<file path="src/rtl/pipe_control_path.sv">
// Pipelined RV32I control path: ID decode, ID/EX, EX/MEM, MEM/WB control registers,
// and EX-stage branch/jump resolution from ALU flags.
module pipe_control_path #(
    parameter int unsigned ALUCTL_W    = 3,
    parameter bit          FULL_BRANCH = 1'b1
) (
    input  logic                clk,
    input  logic                rst,
    input  logic [6:0]          op_d,
    input  logic [2:0]          funct3_d,
    input  logic                funct7b5_d,
    input  logic                valid_d,
    input  logic                flush_e,
    input  logic                zero_e,
    input  logic                lt_e,
    input  logic                ltu_e,
    output logic [2:0]          imm_src_d,
    output logic                illegal_d,
    output logic                alu_src_e,
    output logic                alu_srca_e,
    output logic [ALUCTL_W-1:0] alu_control_e,
    output logic [1:0]          pcsrc_e,
    output logic                redirect_e,
    output logic                resultsrc_e0,
    output logic                regwrite_m,
    output logic                memwrite_m,
    output logic                regwrite_w,
    output logic [1:0]          resultsrc_w
);

    localparam logic [6:0] OP_LW    = 7'b0000011;
    localparam logic [6:0] OP_SW    = 7'b0100011;
    localparam logic [6:0] OP_R     = 7'b0110011;
    localparam logic [6:0] OP_I     = 7'b0010011;
    localparam logic [6:0] OP_BR    = 7'b1100011;
    localparam logic [6:0] OP_JAL   = 7'b1101111;
    localparam logic [6:0] OP_JALR  = 7'b1100111;
    localparam logic [6:0] OP_LUI   = 7'b0110111;
    localparam logic [6:0] OP_AUIPC = 7'b0010111;

    // Highest ALU code reachable with a 3-bit control (slt)
    localparam logic [3:0] ALU_MAX_NARROW = 4'd5;

    typedef struct packed {
        logic                regwrite;
        logic [1:0]          resultsrc;
        logic                memwrite;
        logic                jump;
        logic                jalr;
        logic                branch;
        logic                alu_src;
        logic                alu_srca;
        logic [ALUCTL_W-1:0] alu_control;
        logic [2:0]          funct3;
    } idex_t;

    typedef struct packed {
        logic       regwrite;
        logic [1:0] resultsrc;
        logic       memwrite;
    } exmem_t;

    typedef struct packed {
        logic       regwrite;
        logic [1:0] resultsrc;
    } memwb_t;

    idex_t  dec_d;
    idex_t  ex_q;
    exmem_t mem_q;
    memwb_t wb_q;
    logic   bad_d;
    logic   taken_e;
    logic   cond_e;

    // ALU code for R-type / I-type arithmetic; sub only exists in R-type
    function automatic logic [3:0] alu_fn(input logic [2:0] f3, input logic f7b5,
                                          input logic is_r);
        logic [3:0] code;
        case (f3)
            3'b000:  code = (is_r && f7b5) ? 4'd1 : 4'd0;
            3'b001:  code = 4'd7;
            3'b010:  code = 4'd5;
            3'b011:  code = 4'd6;
            3'b100:  code = 4'd4;
            3'b101:  code = f7b5 ? 4'd9 : 4'd8;
            3'b110:  code = 4'd3;
            default: code = 4'd2;
        endcase
        return code;
    endfunction

    // ID decode: control bundle, immediate format and legality
    always_comb begin
        logic [3:0] alu_op;
        dec_d     = '0;
        alu_op    = 4'd0;
        imm_src_d = 3'b000;
        bad_d     = 1'b0;
        case (op_d)
            OP_LW: begin
                dec_d.regwrite  = 1'b1;
                dec_d.resultsrc = 2'b01;
                dec_d.alu_src   = 1'b1;
            end
            OP_SW: begin
                dec_d.memwrite = 1'b1;
                dec_d.alu_src  = 1'b1;
                imm_src_d      = 3'b001;
            end
            OP_R: begin
                dec_d.regwrite = 1'b1;
                alu_op         = alu_fn(funct3_d, funct7b5_d, 1'b1);
            end
            OP_I: begin
                dec_d.regwrite = 1'b1;
                dec_d.alu_src  = 1'b1;
                alu_op         = alu_fn(funct3_d, funct7b5_d, 1'b0);
            end
            OP_BR: begin
                dec_d.branch = 1'b1;
                alu_op       = 4'd1;
                imm_src_d    = 3'b010;
                if (funct3_d[2:1] == 2'b01)
                    bad_d = 1'b1;
                if (!FULL_BRANCH && funct3_d[2])
                    bad_d = 1'b1;
            end
            OP_JAL: begin
                dec_d.regwrite  = 1'b1;
                dec_d.resultsrc = 2'b10;
                dec_d.jump      = 1'b1;
                imm_src_d       = 3'b011;
            end
            OP_JALR: begin
                dec_d.regwrite  = 1'b1;
                dec_d.resultsrc = 2'b10;
                dec_d.jump      = 1'b1;
                dec_d.jalr      = 1'b1;
                dec_d.alu_src   = 1'b1;
            end
            OP_LUI: begin
                dec_d.regwrite  = 1'b1;
                dec_d.resultsrc = 2'b11;
                imm_src_d       = 3'b100;
            end
            OP_AUIPC: begin
                dec_d.regwrite = 1'b1;
                dec_d.alu_src  = 1'b1;
                dec_d.alu_srca = 1'b1;
                imm_src_d      = 3'b100;
            end
            default: bad_d = 1'b1;
        endcase
        if (ALUCTL_W < 4 && alu_op > ALU_MAX_NARROW)
            bad_d = 1'b1;
        dec_d.alu_control = ALUCTL_W'(alu_op);
        dec_d.funct3      = funct3_d;
    end

    assign illegal_d = bad_d;

    // ID/EX register: reset, then flush, then bubble for invalid/illegal, else decode
    always_ff @(posedge clk) begin
        if (rst)
            ex_q <= '0;
        else if (flush_e || !valid_d || bad_d)
            ex_q <= '0;
        else
            ex_q <= dec_d;
    end

    // EX branch condition select and PC source
    always_comb begin
        cond_e = 1'b0;
        case (ex_q.funct3)
            3'b000:  cond_e = zero_e;
            3'b001:  cond_e = !zero_e;
            3'b100:  cond_e = lt_e;
            3'b101:  cond_e = !lt_e;
            3'b110:  cond_e = ltu_e;
            3'b111:  cond_e = !ltu_e;
            default: cond_e = 1'b0;
        endcase
        taken_e = (ex_q.branch & cond_e) | ex_q.jump;
    end

    assign pcsrc_e    = {ex_q.jalr, taken_e};
    assign redirect_e = taken_e;

    // EX/MEM and MEM/WB registers always advance
    always_ff @(posedge clk) begin
        if (rst) begin
            mem_q <= '0;
            wb_q  <= '0;
        end else begin
            mem_q <= '{regwrite: ex_q.regwrite, resultsrc: ex_q.resultsrc,
                       memwrite: ex_q.memwrite};
            wb_q  <= '{regwrite: mem_q.regwrite, resultsrc: mem_q.resultsrc};
        end
    end

    assign alu_src_e     = ex_q.alu_src;
    assign alu_srca_e    = ex_q.alu_srca;
    assign alu_control_e = ex_q.alu_control;
    assign resultsrc_e0  = ex_q.resultsrc[0];
    assign regwrite_m    = mem_q.regwrite;
    assign memwrite_m    = mem_q.memwrite;
    assign regwrite_w    = wb_q.regwrite;
    assign resultsrc_w   = wb_q.resultsrc;

endmodule

</file>
<file path="config.mk">
export PLATFORM = sky130hd
export DESIGN_NAME = pipe_control_path
export DESIGN_NICKNAME = d
export VERILOG_FILES = /design/src/rtl/pipe_control_path.sv
export SDC_FILE = /design/constraint.sdc
export NUM_CORES = 1
export LEC_CHECK = 0
export BUFFER_PORTS_ARGS = -buffer_cell sky130_fd_sc_hd__buf_2
export CAP_MARGIN = 5
export CORE_UTILIZATION = 40
export DETAILED_ROUTE_END_ITERATION = 8
export MAX_ROUTING_LAYER = met4
export PLACE_DENSITY = 0.67
export SYNTH_ARGS = -nofsm -noshare
export SYNTH_HDL_FRONTEND = slang
export SYNTH_SLANG_ARGS = --single-unit
</file>
<file path="constraint.sdc">
create_clock -name clk -period 1.55 [get_ports clk]
set_input_delay 0.3875 -clock clk [delete_from_list [all_inputs] [get_ports clk]]
set_output_delay 0.3875 -clock clk [all_outputs]
set_load 0.1 [all_outputs]
</file>
; ---- Word-level counts from Yosys, hierarchy flattened
; Index checks and enable logic that the tools add are counted.
[totals]
in_bits = 18
output_inout_bits = 18
regBits = 22
[op_classes]
bitwise_logic = 2
n_mux = 18
reduce_logical = 14
order_cmp = 1
eq_ne = 21
[op_table]
columns = cell, count
row1 = 4-bit one-hot mux with 7 select lines, 2
row2 = "3-bit == test, second input constant", 7
row3 = "7-bit by 6-bit == test with 1-bit output, second input constant", 3
row4 = "7-bit == test, second input constant", 3
row5 = "7-bit by 5-bit == test with 1-bit output, second input constant", 2
row6 = 3-bit one-hot mux with 4 select lines, 1
row7 = 4-bit one-hot mux with 3 select lines, 1
row8 = 1-bit two-way mux, 11
row9 = 8-bit OR reduction, 1
row10 = "7-bit by 2-bit == test with 1-bit output, second input constant", 1
row11 = 7-bit OR reduction, 1
row12 = "3-bit by 1-bit == test with 1-bit output, second input constant", 2
row13 = "3-bit by 2-bit == test with 1-bit output, second input constant", 2
row14 = 3-bit logical NOT, 2
row15 = 1-bit one-hot mux with 6 select lines, 1
row16 = 2-bit one-hot mux with 3 select lines, 1
row17 = 2-bit OR reduction, 3
row18 = 5-bit OR reduction, 1
row19 = "4-bit by 3-bit greater-than comparator with 1-bit output, second input constant", 1
row20 = 1-bit logical NOT, 4
row21 = "2-bit by 1-bit == test with 1-bit output, second input constant", 1
row22 = 1-bit logical OR, 2
row23 = 1-bit one-hot mux with 2 select lines, 1
row24 = 1-bit bitwise AND, 1
row25 = 1-bit bitwise OR, 1

; ---- Logic depth before layout (Yosys ltp)
[logic_depth]
ltp_word = 7
ltp_mapped = 5
mapped_depth_nobuf = 4

; ---- Worst setup path before layout
; No wires, ideal clock.
[synth_timing]
kind = input port to output port
startpoint = input op_d[3]
endpoint = output imm_src_d[0]
arrival_time_ps = 3188
setup_slack_ps = -2026
path_buffers = 1
cell_stages = 3
cell_sequence = buf_2 > or3_1 > a211oi_1
[synth_between]
elab_chain_len = 3
[synth_lines]
columns = item, line
row1 = "start, declared", 9  ; input logic [6:0] op_d,
row2 = 7-bit by 5-bit == test with 1-bit output / 7-bit by 6-bit == test with 1-bit output (equally long branches), 100  ; case (op_d)
row3 = 2-bit OR reduction (no line), -
row4 = 3-bit one-hot mux with 4 select lines *, 100
row5 = "end, declared", 17  ; output logic [2:0] imm_src_d,
; Every way passes the cells marked *; elsewhere a longest branch is shown, timed or not.

; ---- Worst setup path after layout
[layout_timing]
startpoint = register ex_q[2] in the netlist's numbering
endpoint = output redirect_e
[layout_between]
elab_chain_len = 4
[layout_lines]
columns = item, line
row1 = "start, declared", 69  ; idex_t ex_q;
row2 = "start signal, assigned", 166  ; ex_q <= '0;
row3 = "start signal, assigned", 168  ; ex_q <= '0;
row4 = "start signal, assigned", 170  ; ex_q <= dec_d;
row5 = "3-bit == test, or another cell as far along", 176  ; case (ex_q.funct3)
row6 = 1-bit one-hot mux with 6 select lines *, 176
row7 = 1-bit bitwise AND *, 185  ; taken_e = (ex_q.branch & cond_e) | ex_q.jump;
row8 = 1-bit bitwise OR *, 185
row9 = "end, declared", 23  ; output logic redirect_e,
; Marked as above.

==> metrics.yaml <==
cts_buffers: 3
slowest_delay_ns: 0.35
cp_data_arrival_time_ns: 1.49
syn-num-nets: 127
die_area_um2: 2730
crit_required_ns: 1.16
ant_nets: 0
synth_warnings: 0
ir_worst_vdd_mv: 0.385
crit_path_top_delay_cell: "dfxtp_2"
syn-cell-area_um2: 1010
endpoint_kind: "output pin"
cts_max_level: 1
drtIter0Drc: 16
final_layout_size_suffix_gt1_share_pct: 52.9
ys_ff_latch: 22
synth_edf_count: 0
die_y_um: 52.3
whs_ns: 0.353
critical_path_class: "register to output pin"
power.static_leakage_nw: 0.810
cts_buffer_depth: 2
p_per_area_nw_per_um2: 645
routed_via_density: 5.01
grt_overflow: 0
worst_setup_path_start_kind: "register"
cp_cell_sequence: "mux2i_1, xor2_1, o21ai_1, a21o_4, buf_12"
final-setup-viol-count: 6
timing.fmax_ghz: 0.533
fin_ws_ns: -0.326
final_cells: 200
total_power_w: 0.00111
seqCellArea_um2: 442
num_rows: 17
hold_path_class: "input port to register"
synth.avg_cell_area_um2: 9.27
area_growth_pct: 70.8
num-fill-cells: 175
cts_root_buffer: "clkbuf_4"
post-route-period-util_pct: 121
grt_pass1_vias: 941
coreArea_um2: 2300
vias: 1002
hpwl_um: 1810
finClkSkew_ns: 0.00914
postSynth.asyncResetShare_pct: 0
yosysMostFrequentCell: "dfxtp_1"
io_buffer_count: 35
crit_path_max_fanout: 2
grtUsageTotal_pct: 20.4
place_inst: 187
worstMarginPinSlew_ns: 0.495
antenna_found_initial: 0
violations: "negative setup slack"
synth_cells: 109
gp_congestion: 0.853
grt_pass1_wl_um: 3970
status: "finished, violations left"
multiInputGateArea_um2: 596
cts_tree: "done"
post-place-ws_ns: -0.189
initial_utilization_pct: 44.0
grt_setup_unrepaired: "true"
synthFlopType: "dfxtp_1"
synth_cell_types: 38
synthTopCellsByCount: "22 x dfxtp_1, 8 x nor2_1, 6 x nand2_1"
boundaryPins: 36
max-slew-margin-rel_pct: 67.3
min_period_ns: 1.88
insertion_delay_ns: 0.30
wl_per_cell_um: 12.1
max-cap-violations: 0
drc: 0
grt_max_degree: 13
wirelength_um: 2420
drt_pass1_iterations: 4
clkSlewWorstSetupHoldPaths_ns: 0.11
nNetsFinal: 191
synth_area_leaders: "dfxtp_1 44%, buf_4 3.7%, nor2b_1 3.1%"
finalHoldViolations: 0
synth_top_area_share_pct: 43.6
dieWidth_um: 52.3
yosysTopAreaCell: "dfxtp_1"
antennaDiodeCount: 0
seq_area_frac_synth_pct: 43.6
cts_sinks: 22
slew_violations: 0
## cells by family (layout without fill, tap and decap cells)
| logic type | after synthesis | count (layout) | synth area share [%] |
|---|---|---|---|
| muxes | 1 | 1 | 0.990 |
| DFF | 22 | 22 | 43.6 |
| AOI/OAI and AO/OA | 17 | 17 | 13.1 |
| xor gates and xnor gates | 4 | 4 | 3.47 |
| buffers and inverters | 12 | 75 | 6.81 |
| and+or+nand+nor | 53 | 53 | 32.1 |
## metrics by stage
stage / cell area (µm²) / util [%] / TNS (ns)
final: 1730 / 75.2 / -1.06
after global routing: 1730 / 75.2 / -1.40
after CTS: 1650 / 72.0 / -1.15
after detailed placement: 1520 / 66.2 / -1.06
after global placement: 1520 / 66.2 / -0.880
after floorplan: 1120 / - / -1.50
## cells in the final DEF, fill, tap and decap left out, types with 2 or more instances in the layout
master and n:
dfxtp_1 21, nor3_1 3, buf_12 8, buf_8 3, xor2_1 2, buf_4 28
nor3_4 2, nand3b_1 2, and3b_1 2, nor2_2 2, nor2_1 7, buf_2 24
o21ai_0 4, nor2b_1 5, nand3_1 3, and3_1 3, o2111a_1 2, and2b_1 4
nand2_1 6, buf_6 7, clkbuf_4 3, a211oi_1 3
## where the power goes
| part | leakage, nW | internal, W | switching (W) |
|---|---|---|---|
| Sequential | 0.178 | 0.000566 | 0.000000402 |
| Combinational | 0.611 | 0.000133 | 0.000120 |
| Clock | 0.0210 | 0.000143 | 0.000152 |
## flip-flops by register name, indices dropped and copies added (netlist names), 2 cells and up
| register | flops |
|---|---|
| resultsrc_w | 2 |
| alu_control_e | 3 |
| mem_q | 2 |
| ex_q | 8 |
## layer usage
layer / share of wire, % / routed length (µm) / vias to the layer above / track usage (%)
li1: - / - / 502 / -
met1: 44 / 1060 / 474 / 23.3
met2: 52 / 1270 / 24 / 35.3
met3: 3.0 / 73 / 2 / 1.74
met4: 1.1 / 27 / 0 / 11.0
met5: 0 / 0 / - / -
## critical path: cells and delay by family (launching register included)
| family | cells | cell delay (ns) |
|---|---|---|
| flip-flops | 1 | 0.35 |
| AO/OA/AOI/OAI | 2 | 0.30 |
| multiplexers | 1 | 0.21 |
| XOR/XNOR | 1 | 0.16 |
| buffers and inverters | 1 | 0.16 |
## final timing paths
kind / start / to / slack, ns / cells past startpoint
setup / recovery: ex_q[2] / redirect_e / -0.33 / 5
hold / removal: funct3_d[0] / alu_control_e[1] / 0.35 / 3
setup reg to reg: ex_q[13] / mem_q[2] / 1.00 / 1
hold reg to reg: mem_q[2] / resultsrc_w[1] / 0.43 / 1
## final cells by class
class | instances | share of cell area (%)
Tap cell | 28 | 2.03
Inverter | 1 | 0.217
Multi-Input combinational cell | 75 | 34.5
Clock buffer | 4 | 2.10
Timing Repair Buffer | 70 | 35.6
Sequential cell | 22 | 25.6
## repair_timing
action | 4_1_cts | 5_1_grt
setup buffers | 5 | 4
pin swaps | 6 | 4
hold endpoints to repair | 0 | 0
gates cloned | 0 | 0
gates resized for setup | 17 | 8
setup endpoints to repair | 6 | 6
hold buffers | 0 | 0
No activity file was read; power rests on OpenSTA's default activity.
